## src/rtl/dm_arbiter.sv

```systemverilog
// rtl/dm_arbiter.sv - two-port RAM arbiter: MEM-stage port with starvation-bounded debug read port
//
// Purpose:
//    Shares one synchronous single-port RAM between the pipeline MEM stage and a
//    debug/display read port. Grants are combinational in the request cycle.
//    MEM normally wins. A debug request that has been refused STARVE_MAX
//    consecutive cycles is then forced through. A small read-owner FSM routes the
//    RAM read data, which arrives one cycle after the grant, back to the port that
//    issued the read.
//
// Ports:
//    clk        in   1   clock, rising edge
//    rst        in   1   asynchronous active-high reset
//    mem_req    in   1   MEM access request, held until mem_gnt
//    mem_wen    in   4   MEM byte write enables, 0 = read
//    mem_addr   in  32   MEM byte address
//    mem_wdata  in  32   MEM write data, lane aligned
//    mem_gnt    out  1   MEM access issued this cycle
//    mem_rvalid out  1   MEM read data valid
//    mem_rdata  out 32   MEM read data
//    dbg_req    in   1   debug read request, held until dbg_gnt
//    dbg_addr   in  32   debug read byte address
//    dbg_gnt    out  1   debug read issued this cycle
//    dbg_rvalid out  1   debug read data valid
//    dbg_rdata  out 32   debug read data
//    ram_en     out  1   RAM enable
//    ram_wen    out  4   RAM byte write enables
//    ram_addr   out 32   RAM byte address
//    ram_wdata  out 32   RAM write data
//    ram_rdata  in  32   RAM read data, one cycle after a read

module dm_arbiter #(
   parameter int unsigned STARVE_MAX = 4
) (
   input  logic        clk,
   input  logic        rst,
   input  logic        mem_req,
   input  logic [3:0]  mem_wen,
   input  logic [31:0] mem_addr,
   input  logic [31:0] mem_wdata,
   output logic        mem_gnt,
   output logic        mem_rvalid,
   output logic [31:0] mem_rdata,
   input  logic        dbg_req,
   input  logic [31:0] dbg_addr,
   output logic        dbg_gnt,
   output logic        dbg_rvalid,
   output logic [31:0] dbg_rdata,
   output logic        ram_en,
   output logic [3:0]  ram_wen,
   output logic [31:0] ram_addr,
   output logic [31:0] ram_wdata,
   input  logic [31:0] ram_rdata
);

   localparam logic [3:0] STARVE_LIM = 4'(STARVE_MAX);

   typedef enum logic [1:0] {
      IDLE   = 2'd0,
      RD_MEM = 2'd1,
      RD_DBG = 2'd2
   } state_t;

   state_t      state_q, state_d;
   logic [3:0]  starve_q, starve_d;
   logic        mem_rvalid_q, dbg_rvalid_q;
   logic        dbg_force;
   logic        mem_gnt_c, dbg_gnt_c;

   // Grant decision. Reset masks both grants so nothing reaches the RAM while
   // rst is high, including a grant that would otherwise fall in that cycle.
   always_comb begin
      dbg_force = dbg_req && (starve_q == STARVE_LIM);
      mem_gnt_c = 1'b0;
      dbg_gnt_c = 1'b0;
      if (!rst) begin
         if (mem_req && !dbg_force) begin
            mem_gnt_c = 1'b1;
         end else if (dbg_req) begin
            dbg_gnt_c = 1'b1;
         end
      end
   end

   // Starvation counter: counts refused debug cycles, saturating at the limit.
   // Any cycle without a pending debug request, or with a debug grant, clears it.
   always_comb begin
      starve_d = starve_q;
      if (!dbg_req || dbg_gnt_c) begin
         starve_d = 4'd0;
      end else if (starve_q != STARVE_LIM) begin
         starve_d = starve_q + 4'd1;
      end
   end

   // Read owner for the data returning next cycle. Writes need no return path.
   always_comb begin
      state_d = IDLE;
      if (mem_gnt_c && (mem_wen == 4'b0000)) begin
         state_d = RD_MEM;
      end else if (dbg_gnt_c) begin
         state_d = RD_DBG;
      end
   end

   // State, counter and registered rvalid flags. The flags are loaded from the
   // next state so they always agree with the registered read owner.
   always_ff @(posedge clk or posedge rst) begin
      if (rst) begin
         state_q      <= IDLE;
         starve_q     <= 4'd0;
         mem_rvalid_q <= 1'b0;
         dbg_rvalid_q <= 1'b0;
      end else begin
         state_q      <= state_d;
         starve_q     <= starve_d;
         mem_rvalid_q <= (state_d == RD_MEM);
         dbg_rvalid_q <= (state_d == RD_DBG);
      end
   end

   assign mem_gnt    = mem_gnt_c;
   assign dbg_gnt    = dbg_gnt_c;
   assign mem_rvalid = mem_rvalid_q;
   assign dbg_rvalid = dbg_rvalid_q;

   // Both read-data outputs see the RAM directly; the rvalid flags qualify them.
   assign mem_rdata  = ram_rdata;
   assign dbg_rdata  = ram_rdata;

   // RAM request mux. The debug port is read-only, so it never drives write lanes.
   always_comb begin
      ram_en    = mem_gnt_c | dbg_gnt_c;
      ram_wen   = 4'b0000;
      ram_addr  = 32'd0;
      ram_wdata = 32'd0;
      if (mem_gnt_c) begin
         ram_wen   = mem_wen;
         ram_addr  = mem_addr;
         ram_wdata = mem_wdata;
      end else if (dbg_gnt_c) begin
         ram_addr  = dbg_addr;
      end
   end

endmodule
```

## config.mk

```make
export PLATFORM = sky130hd
export DESIGN_NAME = dm_arbiter
export DESIGN_NICKNAME = d
export VERILOG_FILES = /design/src/rtl/dm_arbiter.sv
export SDC_FILE = /design/constraint.sdc
export NUM_CORES = 1
export LEC_CHECK = 0
export CAP_MARGIN = 20
export CORE_AREA = 3 3 106 108
export DETAILED_ROUTE_END_ITERATION = 10
export DIE_AREA = 0 0 109 111
export GPL_ROUTABILITY_DRIVEN = 0
export HOLD_SLACK_MARGIN = 0.15
export PLACE_DENSITY = 0.67
export SETUP_SLACK_MARGIN = 0.15
export SYNTH_ARGS = -nofsm -noshare
export SYNTH_HDL_FRONTEND = slang
export SYNTH_SLANG_ARGS = --single-unit
```

## constraint.sdc

```tcl
create_clock -name clk -period 1.95 [get_ports clk]
set_clock_uncertainty 0.1 [all_clocks]
set_input_delay 0.39 -clock clk [delete_from_list [all_inputs] [get_ports clk]]
set_output_delay 0.39 -clock clk [all_outputs]
set_load 0.05 [all_outputs]
```

==> impl_metrics.env <==
export IMPL_drc_errors=0
export IMPL_grtUsageMet2_pct=20.5
export IMPL_max_freq_ghz=0.424
export IMPL_h_tree_depth=1
export IMPL_syn_nets=312
export IMPL_combPwrFrac_pct=79.0
export IMPL_r2r_end="mem_rvalid"
export IMPL_p_int_mw=0.939
export IMPL_dieArea_um2=12100
export IMPL_critPathMaxStageDelay_ns=0.38
export IMPL_clk_latency_ns=0.22
export IMPL_clockBufferDepth=2
export IMPL_crit_top_cell="buf_12"
export IMPL_crit_start="starve_q[1]"
export IMPL_path_cells="inv_2 > ha_4 > nand3b_4 > o211a_4 > buf_12 > clkbuf_16 > and2_4 > buf_12"
export IMPL_reg2reg_depth=7
export IMPL_yosysWarningCount=0
export IMPL_crit_required_ns=1.46
export IMPL_grt_util_all_layers_pct=10.9
export IMPL_n_antenna_cell=0
export IMPL_antenna_left=0
export IMPL_wl_per_cell_um=17.0
export IMPL_min_period_over_period_pct=121
export IMPL_yosys_area_share_simple_pct=20.1
export IMPL_ys_types=25
export IMPL_die_h_um=111
export IMPL_report_final_hold_viol_count=0
export IMPL_ir_drop_mv=0.126
export IMPL_tightest_slew_ns=0.478
export IMPL_first_iter_violations=31
export IMPL_start_util_pct=14.2
export IMPL_rsz0062_at_grt="yes"
export IMPL_io_buffers=176
export IMPL_synth_compound_area_share_pct=26.4
export IMPL_yosys_register_bits=6
export IMPL_grtUsageMet1_pct=10.2
export IMPL_num_vias=1764
export IMPL_path_max_fanout=8
export IMPL_pre_cts_slack_ns=-0.461
export IMPL_antenna_found_initial=0
export IMPL_crit_family="buffers and inverters"
export IMPL_net_switching_power_mw=0.558
export IMPL_slew_viol_final=0
export IMPL_slowest_stage="dfrtp_1"
export IMPL_routed_via_density=3.91
export IMPL_final_cell_mix="clkdlybuf4s50_1, buf_12, and2_4"
export IMPL_p_sw_share_pct=37.3
export IMPL_grt_remaining_overflow=0
export IMPL_grtUsageMet3_pct=5.01
export IMPL_finalNetCount=455
export IMPL_synthXorXnorAreaFrac_pct=0.599
export IMPL_setup_viol=71
export IMPL_synth_top_family_by_area="buffers and inverters"
export IMPL_cts_tree="done"
export IMPL_grt_max_degree=29
export IMPL_cts_num_sinks=6
export IMPL_dp_hpwl_mm=6.01
export IMPL_cts_root_buf="clkbuf_8"
export IMPL_syn_area_um2=1460
export IMPL_start_kind="flip-flop"
export IMPL_min_path_type="input pin to async pin"
export IMPL_ios=273
export IMPL_powerDensity_nw_per_um2=337
export IMPL_worst_slew_margin_rel_pct=67.9
export IMPL_period_needed_ns=2.36
export IMPL_ys_seq_area_share_pct=10.3
export IMPL_synthMuxAreaShare_pct=0
export IMPL_cp_endpoint="ram_wdata[9]"
export IMPL_first_pass_iters=4
export IMPL_critPathCaptureType="output port"
export IMPL_grt_pass1_wl_mm=10.4
export IMPL_maxCapViolCount=0
export IMPL_drive_above_1_share_pct=60.0
export IMPL_worstPathArrival_ns=1.87
export IMPL_hold_slack_ns=0.446
export IMPL_cp_num_buf_inv=4
export IMPL_clock_power_share_pct=12.0
export IMPL_rows=37
export IMPL_wl_mm=7.65
export IMPL_r2r_start="starve_q[1]"
export IMPL_numCtsBuffers=3
export IMPL_setup_ws_ns=-0.408
export IMPL_violations="negative setup slack"
export IMPL_postSynthAreaPerCell_um2=8.41
export IMPL_path_depth=8
export IMPL_p_leak_nw=1.91
export IMPL_grt_pass1_vias=1902
export IMPL_core_um2=10300
export IMPL_p_seq_share_pct=8.9
export IMPL_layout_cells_most_common="clkdlybuf4s50_1"
export IMPL_clk_pin_slew_worst_paths_ns=0.03
export IMPL_synthAdderAreaFrac_pct=1.71
export IMPL_top_usage_layer="met2"
export IMPL_worstSetupPathType="flip-flop to output port"
export IMPL_die_width_um=109
export IMPL_netlist_instances=174
export IMPL_regToRegSetupSlack_ns=0.29
export IMPL_status="complete, but fails checks"
export IMPL_syn2layout_area_growth_pct=204
## routing by layer
layer  routed length (um)  part of all wire, %  up-vias
met4                  153                  2.0        0
met5                    0                    0        -
met1                 2250                   29      795
met3                 1080                   14       17
li1                     -                    -      815
met2                 4160                   54      137
## what timing repair did
item	CTS	global route
pin swaps	4	13
hold buffers	0	0
endpoints found under the hold margin	0	0
cloned	3	6
endpoints found under the setup margin	71	71
buffers inserted	4	1
gates resized for setup	11	14
## Yosys cell counts
library cell / number / area [um^2]
buf_4: 64 / 480
and2_1: 37 / 231
a22o_1: 28 / 245
buf_6: 8 / 90.1
dfrtp_1: 6 / 150
a22o_4: 4 / 70.1
inv_1: 4 / 15.0
nand3_1: 3 / 15.0
clkbuf_1: 2 / 7.51
ha_1: 2 / 25.0
o21ai_0: 2 / 10.0
a211oi_1: 1 / 7.51
a211oi_4: 1 / 20.0
a311oi_1: 1 / 8.76
buf_2: 1 / 5.00
nand2_1: 1 / 3.75
nand2b_1: 1 / 6.26
nand3b_4: 1 / 20.0
nor3_1: 1 / 5.00
nor4_1: 1 / 6.26
o211a_1: 1 / 10.0
o22ai_1: 1 / 6.26
o32ai_1: 1 / 8.76
or2_2: 1 / 6.26
xor2_1: 1 / 8.76
## sequential cells by signal (all words and copies together) (netlist names)
signal,count
starve_q,4
dbg_rvalid,1
mem_rvalid,1
## worst register-to-register path, cell delays in order, from the launching register on
cell and delay [ns]:
dfrtp_1 0.38, inv_2 0.07, ha_4 0.14, nand3b_4 0.11
o211a_4 0.33, buf_12 0.18, buf_6 0.12, and2_1 0.12
## layout make-up
cell class	count	area, um^2
fillers	944	5880
well taps	136	170
multi-input cells	89	1070
clock buffers	3	41.3
flip-flops and latches	6	150
repair buffers	213	2990
inverters	4	15.0
## how the worst min path moves through the flow
stage	to	slack [ns]	cells after the start
6_report	starve_q[1]	0.45	3
5_1_grt	starve_q[1]	0.48	3
4_1_cts	starve_q[3]	0.45	3
3_5_place_dp	starve_q[0]	0.50	2
3_3_place_gp	starve_q[0]	0.50	2
2_1_floorplan	dbg_rvalid	0.09	1
## kinds of logic (layout without fill, tap and decap cells)
group | after synthesis | in the layout
XOR/XNOR | 1 | 1
flip-flops | 6 | 6
AO/OA/AOI/OAI | 40 | 40
adder cells (fa/ha/maj) | 2 | 2
AND/OR/NAND/NOR | 46 | 46
buffers and inverters | 79 | 220
## stage by stage
| step | cells | util [%] | instance area [um^2] | setup TNS, ns | power, mW |
|---|---|---|---|---|---|
| floorplan | 174 | - | 1840 | -2.99 | 0.987 |
| global placement | 434 | 39.3 | 4060 | -27.61 | 1.24 |
| detailed placement | 434 | 39.3 | 4060 | -29.24 | 1.25 |
| CTS | 444 | 41.0 | 4240 | -27.78 | 1.47 |
| global route | 451 | 43.0 | 4440 | -31.70 | 1.56 |
| finish | 451 | 43.0 | 4440 | -26.31 | 1.50 |
## power by group through the flow
stage | Combinational, mW | Sequential (mW) | Clock, mW
2_1_floorplan | 0.847 | 0.141 | 0
3_3_place_gp | 1.10 | 0.135 | 0
3_5_place_dp | 1.11 | 0.135 | 0
4_1_cts | 1.15 | 0.134 | 0.187
5_1_grt | 1.23 | 0.135 | 0.190
6_report | 1.18 | 0.134 | 0.180
(Power assumes the default switching activity.)
